## config.mk

```make
export PLATFORM = sky130hd
export DESIGN_NAME = mem_bist_ctrl
export DESIGN_NICKNAME = d
export VERILOG_FILES = /design/src/rtl/mem_pkg.sv /design/src/rtl/mem_bist_chk.sv /design/src/rtl/mem_bist_ctrl.sv
export SDC_FILE = /design/constraint.sdc
export NUM_CORES = 1
export LEC_CHECK = 0
export ABC_CLOCK_PERIOD_IN_PS = 1970
export CORE_MARGIN = 2
export CORE_UTILIZATION = 49
export CTS_BUF_LIST = sky130_fd_sc_hd__clkbuf_8
export DETAILED_ROUTE_END_ITERATION = 16
export PLACE_DENSITY = 0.79
export RECOVER_POWER = 25
export SETUP_SLACK_MARGIN = 0.15
export SYNTH_ARGS = -nofsm -noshare
export SYNTH_HDL_FRONTEND = slang
export SYNTH_SLANG_ARGS = --single-unit
```

## constraint.sdc

```tcl
create_clock -name clk -period 1.97 [get_ports clk]
set_clock_uncertainty 0.05 [all_clocks]
set_input_delay 0.394 -clock clk [delete_from_list [all_inputs] [get_ports clk]]
set_output_delay 0.394 -clock clk [all_outputs]
set_load 0.1 [all_outputs]
```

## src/rtl/mem_pkg.sv

```systemverilog
// Shared types and defaults for the memory BIST controller and its checker.
package mem_pkg;

  localparam int ADDR_W = 5;
  localparam int DATA_W = 8;
  localparam int ERR_W  = 6;

  typedef enum logic [2:0] {
    S_IDLE  = 3'd0,
    S_WRITE = 3'd1,
    S_READ  = 3'd2,
    S_DRAIN = 3'd3,
    S_DONE  = 3'd4
  } bist_state_t;

  typedef enum logic [1:0] {
    PAT_CLR  = 2'd0,
    PAT_ADDR = 2'd1,
    PAT_INV  = 2'd2
  } bist_pat_t;

  // Word written/expected at address a; callers truncate to their data width.
  function automatic logic [31:0] exp_data(bist_pat_t pat, logic [31:0] a);
    case (pat)
      PAT_CLR:  return '0;
      PAT_ADDR: return a;
      PAT_INV:  return ~a;
      default:  return '0;
    endcase
  endfunction

endpackage

```

## src/rtl/mem_bist_chk.sv

```systemverilog
// Read-back checker: registers the expected word at issue, compares one cycle
// later, keeps a saturating error count and the first failing address.
module mem_bist_chk
  import mem_pkg::*;
#(
  parameter int ADDR_W = mem_pkg::ADDR_W,
  parameter int DATA_W = mem_pkg::DATA_W,
  parameter int ERR_W  = mem_pkg::ERR_W
) (
  input  logic              clk,
  input  logic              rst_n,
  input  logic              clr,
  input  logic              en,
  input  logic [ADDR_W-1:0] addr,
  input  logic [DATA_W-1:0] exp_word,
  input  logic [DATA_W-1:0] data_out,
  output logic [ERR_W-1:0]  err_count,
  output logic [ADDR_W-1:0] fail_addr
);

  localparam logic [ERR_W-1:0] ERR_MAX = '1;

  logic              valid_q;
  logic [ADDR_W-1:0] addr_q;
  logic [DATA_W-1:0] exp_q;

  always_ff @(posedge clk) begin
    if (!rst_n || clr) begin
      valid_q   <= 1'b0;
      addr_q    <= '0;
      exp_q     <= '0;
      err_count <= '0;
      fail_addr <= '0;
    end else begin
      valid_q <= en;
      if (en) begin
        addr_q <= addr;
        exp_q  <= exp_word;
      end
      if (valid_q && (data_out != exp_q)) begin
        if (err_count != ERR_MAX) err_count <= err_count + 1'b1;
        // A saturating count never returns to zero, so zero marks the first miss.
        if (err_count == '0) fail_addr <= addr_q;
      end
    end
  end

endmodule

```

## src/rtl/mem_bist_ctrl.sv

```systemverilog
// BIST sequencer for the 32x8 single-port memory: clear, address and
// inverted-address patterns, each written in full and then read back.
//
// state   | meaning
// IDLE    | waiting for start, no memory access
// WRITE   | writing the current pattern, one address per cycle
// READ    | reading the pattern back, one address per cycle
// DRAIN   | no access; the last read of the pattern is compared
// DONE    | results held until the next start
module mem_bist_ctrl
  import mem_pkg::*;
#(
  parameter int ADDR_W = mem_pkg::ADDR_W,
  parameter int DATA_W = mem_pkg::DATA_W,
  parameter int ERR_W  = mem_pkg::ERR_W
) (
  input  logic              clk,
  input  logic              rst_n,
  input  logic              start,
  output logic              busy,
  output logic              done,
  output logic              pass,
  output logic [ERR_W-1:0]  err_count,
  output logic [ADDR_W-1:0] fail_addr,
  output logic [ADDR_W-1:0] addr,
  output logic              read,
  output logic              write,
  output logic [DATA_W-1:0] data_in,
  input  logic [DATA_W-1:0] data_out
);

  localparam logic [ADDR_W-1:0] ADDR_LAST = '1;

  bist_state_t       state;
  bist_pat_t         pat;
  bist_pat_t         pat_nxt;
  logic [ADDR_W-1:0] addr_nxt;
  logic [DATA_W-1:0] exp_word;
  logic              accept;

  assign addr_nxt = addr + 1'b1;
  assign pat_nxt  = (pat == PAT_CLR) ? PAT_ADDR : PAT_INV;
  assign exp_word = DATA_W'(exp_data(pat, 32'(addr)));
  assign accept   = start && ((state == S_IDLE) || (state == S_DONE));
  assign pass     = done && (err_count == '0);

  always_ff @(posedge clk) begin
    if (!rst_n) begin
      state   <= S_IDLE;
      pat     <= PAT_CLR;
      addr    <= '0;
      read    <= 1'b0;
      write   <= 1'b0;
      data_in <= '0;
      busy    <= 1'b0;
      done    <= 1'b0;
    end else begin
      case (state)
        S_IDLE, S_DONE: begin
          if (start) begin
            state   <= S_WRITE;
            pat     <= PAT_CLR;
            addr    <= '0;
            write   <= 1'b1;
            read    <= 1'b0;
            data_in <= DATA_W'(exp_data(PAT_CLR, 32'd0));
            busy    <= 1'b1;
            done    <= 1'b0;
          end
        end
        S_WRITE: begin
          if (addr == ADDR_LAST) begin
            state <= S_READ;
            write <= 1'b0;
            read  <= 1'b1;
            addr  <= '0;
          end else begin
            addr    <= addr_nxt;
            data_in <= DATA_W'(exp_data(pat, 32'(addr_nxt)));
          end
        end
        S_READ: begin
          if (addr == ADDR_LAST) begin
            state <= S_DRAIN;
            read  <= 1'b0;
            addr  <= '0;
          end else begin
            addr <= addr_nxt;
          end
        end
        S_DRAIN: begin
          if (pat == PAT_INV) begin
            state <= S_DONE;
            busy  <= 1'b0;
            done  <= 1'b1;
          end else begin
            state   <= S_WRITE;
            pat     <= pat_nxt;
            write   <= 1'b1;
            data_in <= DATA_W'(exp_data(pat_nxt, 32'd0));
          end
        end
        default: state <= S_IDLE;
      endcase
    end
  end

  mem_bist_chk #(
    .ADDR_W(ADDR_W),
    .DATA_W(DATA_W),
    .ERR_W (ERR_W)
  ) u_chk (
    .clk      (clk),
    .rst_n    (rst_n),
    .clr      (accept),
    .en       (read),
    .addr     (addr),
    .exp_word (exp_word),
    .data_out (data_out),
    .err_count(err_count),
    .fail_addr(fail_addr)
  );

endmodule

```

==> results of run 1 <==
-- power by group --
part / internal, mW / switching (mW) / leakage, nW
registers: 0.882 / 0.0151 / 0.357
clock network: 0.410 / 0.297 / 0.0612
logic: 0.121 / 0.253 / 0.754
-- tightest hold or removal path: cells and delay by family (launching register included) --
| kind | cells | cell delay (ns) |
|---|---|---|
| flip-flops | 1 | 0.31 |
| AO/OA/AOI/OAI | 1 | 0.06 |
| AND/OR/NAND/NOR | 1 | 0.05 |
-- state kept, by name, summed over array words and instances, names as in the netlist --
register         count
done                 1
u_chk.exp_q          6
write                1
u_chk.valid_q        1
u_chk.addr_q         5
read                 1
pat                  2
data_in              6
u_chk.err_count      6
busy                 1
addr                 5
u_chk.fail_addr      5
state                3
-- Yosys cell counts (all sizes together), types with 7 or more instances --
cell type	number	area share [%]
clkbuf	11	1.9
nand2	18	3.1
mux2i	10	4.6
inv	7	1.2
nor2	42	7.3
a21oi	18	4.4
buf	7	2.1
nand3	12	2.8
nor2b	9	2.6
o21ai	19	4.4
dfxtp	43	40
-- routing by layer --
metal,routed length (microns),part of all wire [%],vias to the layer above,track usage (%)
met3,286,5.0,10,5.628
met5,0,0,-,0
met1,2587,46,979,31.72
li1,-,-,1036,-
met4,94,1.7,0,7.051
met2,2715,48,56,36.69
-- final cells by class --
class / instances / area (sq um)
clock buffer: 6 / 82.58
clock inverter: 2 / 35.03
fill: 350 / 1294
inverter: 7 / 26.28
multi-input combinational: 197 / 1330
sequential: 43 / 892.1
tap: 52 / 65.06
timing repair buffer: 63 / 569.3
-- worst max-delay path by stage --
stage	start	endpoint	slack (ns)
after floorplan	addr[1]	addr[3]	0.08
after global placement	data_out[5]	u_chk.fail_addr[1]	-0.41
after detailed placement	data_out[5]	u_chk.fail_addr[0]	-0.45
after CTS	u_chk.exp_q[6]	u_chk.err_count[4]	0.02
after global routing	u_chk.err_count[3]	pass	0.09
final	u_chk.err_count[3]	pass	0.13
-- cells by family after synthesis --
kind of cell / Yosys count
XOR/XNOR: 9
multiplexers: 11
AND/OR/NAND/NOR: 107
adder cells (fa/ha/maj): 4
flip-flops: 43
buffers and inverters: 25
AO/OA/AOI/OAI: 64
-- per-stage QoR --
step	power, mW	instances	worst slack (ns)	TNS (ns)	cell area [sq um]
after floorplan	1.165	263	0.07507	0	2235
after global placement	1.278	354	-0.4069	-4.005	2803
after detailed placement	1.282	354	-0.4507	-4.401	2803
after CTS	1.990	370	0.01839	0	3017
after global routing	2.046	370	0.08943	0	3000
final	1.978	370	0.1343	0	3000
-- what timing repair did --
| action | in CTS | in global routing |
|---|---|---|
| cloned | 2 | 0 |
| gates resized for setup | 12 | 18 |
| hold endpoints to repair | 0 | 0 |
| pin swaps | 19 | 11 |
| setup buffers | 6 | 0 |
| setup endpoints to repair | 13 | 20 |
==> impl_metrics.json, run 1 <==
{
  "status": "finished, final reports clean",
  "holdWs_ns": 0.4147,
  "cts_hold_buf": 0,
  "port-buffer-count": 39,
  "clockRootBuffer": "clkbuf_8",
  "synth_cell_types": 40,
  "ys_seq_area_share_pct": 39.91,
  "max_freq_mhz": 544.8,
  "vias": 2081,
  "worst-setup-path-type": "reg -> out",
  "dp_hpwl_microns": 3647,
  "core_sq_um": 4294,
  "ys.flop_type": "dfxtp_1",
  "synth_fa_ha_area_share_pct": 2.320,
  "synth_area_sq_um": 2157,
  "yosys.area_share.xor_xnor_pct": 3.654,
  "hold_viol": 0,
  "area_growth_syn_to_layout_pct": 39.10,
  "cts_tree": "built",
  "finalSetupViolCount": 0,
  "antennaDiodeCount": 0,
  "synth_seq_cells": 43,
  "cts.clk_slew.worst_paths_ns": 0.08,
  "cts_buffers": 5,
  "crit_slowest_cell": "dfxtp_1",
  "antenna_left": 0,
  "fin_util_pct": 69.87,
  "arrival_ns": 1.39,
  "critPathBufInv": 1,
  "yosys.area_share.simple_pct": 23.55,
  "detail_route.wl_per_cell_microns": 15.36,
  "synth_cells": 263,
  "worstSetupEndpointType": "primary output",
  "synth_top_family_by_area": "simple AND/OR/NAND/NOR gates",
  "r2r-start": "u_chk.exp_q[6]",
  "grt_max_degree": 22,
  "reg2reg_depth": 6,
  "fin_crit_sh_pct": 93.18,
  "whs_path_depth": 2,
  "synth_fp_nets": 278,
  "antenna_found_initial": 0,
  "drive_gt1_share_pct": 33.96,
  "period_needed_ns": 1.836,
  "die-area_sq_um": 4949,
  "htreeDepth": 2,
  "gp_congestion": 0.8410,
  "grt_pass1_wl_microns": 9239,
  "crit_chain": "nor4_4 -> and3_4 -> buf_12",
  "die_w_microns": 70.35,
  "grt_pass1_vias": 1912,
  "wl_microns": 5684,
  "r2r_setup_slack_ns": 0.21,
  "cp_max_fo": 6,
  "max_slew_margin_pct": 63.39,
  "die_h_microns": 70.35,
  "yosys_warnings": 0,
  "viasPerCell": 5.624,
  "crit_cells": 3,
  "layout_common_cells": "nor2_1, buf_4, dfxtp_1, nand2_1, clkbuf_2",
  "io_pins": 40,
  "grt_overflow": 0,
  "clk_latency_ns": 0.29,
  "syn_area_per_cell_sq_um": 8.202,
  "nets": 332,
  "vdd_drop_max_uv": 566.4,
  "cp_top_family": "simple AND/OR/NAND/NOR gates",
  "startpoint_type": "flop",
  "rsz0062_at_grt": "true",
  "drtPass1Iterations": 4,
  "synthArstFlopShare_pct": 0,
  "initial_utilization_pct": 50.23,
  "drt-initial-drc-count": 130,
  "min_path_type": "reg -> reg",
  "p_per_area_nw_per_um2": 659.3,
  "maxCapViolCount": 0,
  "final_common_cell": "nor2_1",
  "cp_slowest_stage_delay_ns": 0.40,
  "synth_edf_count": 0,
  "groute.usage.overall_pct": 23.37,
  "leakage_nw": 1.173,
  "synth-compound-area-share_pct": 20.19,
  "worstHoldStart": "u_chk.fail_addr[1]",
  "drc": 0,
  "rows": 24,
  "worstMarginPinSlew_ns": 0.5514,
  "synth.area.mux_share_pct": 5.162,
  "min_to": "u_chk.fail_addr[1]",
  "r2r_end": "u_chk.err_count[4]",
  "critPathRequiredTime_ns": 1.53,
  "cts.path.max_buffers": 2,
  "maxSlewViolCount": 0,
  "cts.sink_count": 43
}
Note: power is estimated with default switching activity, not from simulation.
==> run 2: changes to the inputs <==
- CORE_UTILIZATION: 49 -> 56
- CTS_CLUSTER_SIZE: default -> 12
- DONT_BUFFER_PORTS: default -> 1
- PLACE_DENSITY: 0.79 -> 0.74
==> impl_metrics.json, run 2 (same netlist as run 1, synthesis figures left out) <==
{
  "antenna_left": 0,
  "fin_crit_sh_pct": 91.45,
  "clockRootBuffer": "clkbuf_8",
  "drt-initial-drc-count": 143,
  "antenna_found_initial": 0,
  "min_path_type": "in -> reg",
  "power.total_mw": 1.908,
  "hold_viol": 0,
  "rsz0062_at_grt": "true",
  "place_area_sq_um": 2497,
  "drc": 0,
  "startpoint_type": "flop",
  "p_per_area_nw_per_um2": 716.1,
  "area_growth_syn_to_layout_pct": 23.49,
  "arrival_ns": 1.36,
  "die-area_sq_um": 4365,
  "gp_congestion": 0.8353,
  "reg_top3": "data_in: 6 flops, u_chk.err_count: 6 flops, u_chk.exp_q: 6 flops",
  "leakage_nw": 1.019,
  "maxCapViolCount": 0,
  "vias": 1909,
  "maxSlewViolCount": 0,
  "cts_buffers": 5,
  "max_freq_mhz": 555.1,
  "worst-setup-path-type": "reg -> out",
  "rows": 22,
  "nets": 306,
  "final_common_cell": "nor2_1",
  "drtPass1Iterations": 5,
  "antennaDiodeCount": 0,
  "critPathRequiredTime_ns": 1.53,
  "finalSetupViolCount": 0,
  "die_w_microns": 66.07,
  "io_pins": 40,
  "layout_common_cells": "nor2_1, dfxtp_1, buf_4, o21ai_0, nand2_1",
  "dp_hpwl_microns": 3449,
  "core_sq_um": 3689,
  "vdd_drop_max_uv": 579.9,
  "cts_tree": "built",
  "viasPerCell": 5.615,
  "grt_overflow": 0,
  "r2r_setup_slack_ns": 0.17,
  "initial_utilization_pct": 58.48,
  "worstSetupStartpoint": "u_chk.err_count[0]",
  "groute.usage.overall_pct": 24.45,
  "grt_pass1_wl_microns": 8217,
  "cts.path.max_buffers": 2,
  "num-fill-cells": 303,
  "period_needed_ns": 1.802,
  "htreeDepth": 2,
  "cp_max_fo": 4,
  "fin_area_sq_um": 2664,
  "status": "finished, final reports clean",
  "worstHoldStart": "rst_n",
  "cts.clk_slew.worst_paths_ns": 0.08,
  "grt_max_degree": 24,
  "wl_microns": 5082,
  "die_h_microns": 66.07,
  "grt_pass1_vias": 1815,
  "worstMarginPinSlew_ns": 0.5866,
  "clk_latency_ns": 0.29,
  "drive_gt1_share_pct": 29.45,
  "worstSetupEndpointType": "primary output",
  "cts.sink_count": 43,
  "detail_route.wl_per_cell_microns": 14.95,
  "max_slew_margin_pct": 60.89,
  "r2r-start": "addr[0]",
  "port-buffer-count": 0
}
run 2: changes by cell type in the layout (fill, tap and decap cells not counted), moves of 3 or more:
cell,before,now
buf_12,9,2
buf_4,29,20
clkdlybuf4s50_1,7,0
o21ai_0,15,18
run 2: where the power goes:
| group | internal [mW] | switching [mW] | leakage, nW | total, mW |
|---|---|---|---|---|
| clock network | 0.410 | 0.298 | 0.0612 | 0.708 |
| registers | 0.883 | 0.0237 | 0.357 | 0.907 |
| logic | 0.0757 | 0.216 | 0.600 | 0.292 |
run 2: metrics by stage:
| step | util (%) | TNS (ns) | hold slack [ns] | worst slack, ns | instances |
|---|---|---|---|---|---|
| 5_1_grt | 72.22 | 0 | 0.1566 | 0.1114 | 340 |
| 2_1_floorplan | - | 0 | 0.3932 | 0.07507 | 263 |
| 3_5_place_dp | 67.71 | -0.1444 | 0.4189 | -0.04892 | 328 |
| 3_3_place_gp | 67.71 | 0 | 0.4138 | 0.01952 | 328 |
| 4_1_cts | 72.18 | 0 | 0.1637 | 0.1263 | 338 |
| 6_report | 72.22 | 0 | 0.1699 | 0.1685 | 340 |
run 2: path summary, 6_finish.rpt:
| check | to | depth (start not counted) |
|---|---|---|
| min reg2reg | u_chk.fail_addr[0] | 2 |
| max reg2reg | addr[3] | 6 |
| max | pass | 3 |
| min | state[2] | 1 |
run 2: metal layers:
| layer | share of wire [%] | vias up | global-route usage, % |
|---|---|---|---|
| met5 | 0 | - | 0 |
| met4 | 1.0 | 0 | 6.888 |
| met3 | 6.1 | 5 | 5.622 |
| met2 | 47 | 54 | 40.78 |
| met1 | 46 | 872 | 31.69 |
| li1 | - | 978 | - |
run 2: layout make-up:
type | count | area (sq um) | area share [%]
Multi-Input combinational cell | 196 | 1287 | 48.33
Sequential cell | 43 | 889.6 | 33.40
Timing Repair Buffer | 38 | 282.8 | 10.62
Clock buffer | 6 | 82.58 | 3.100
Tap cell | 48 | 60.06 | 2.255
Clock inverter | 2 | 35.03 | 1.315
Inverter | 7 | 26.28 | 0.9864
run 2: timing repair:
item	4_1_cts	5_1_grt
buffers inserted	1	2
resized for setup	7	4
hold buffers	0	0
setup endpoints to repair	12	14
gates cloned	1	0
pin swaps	6	11
run 2: critical path, cell delays in order, from the launching register on:
cell and delay (ns):
dfxtp_2 0.36, inv_1 0.12, ha_1 0.20, and3_4 0.39
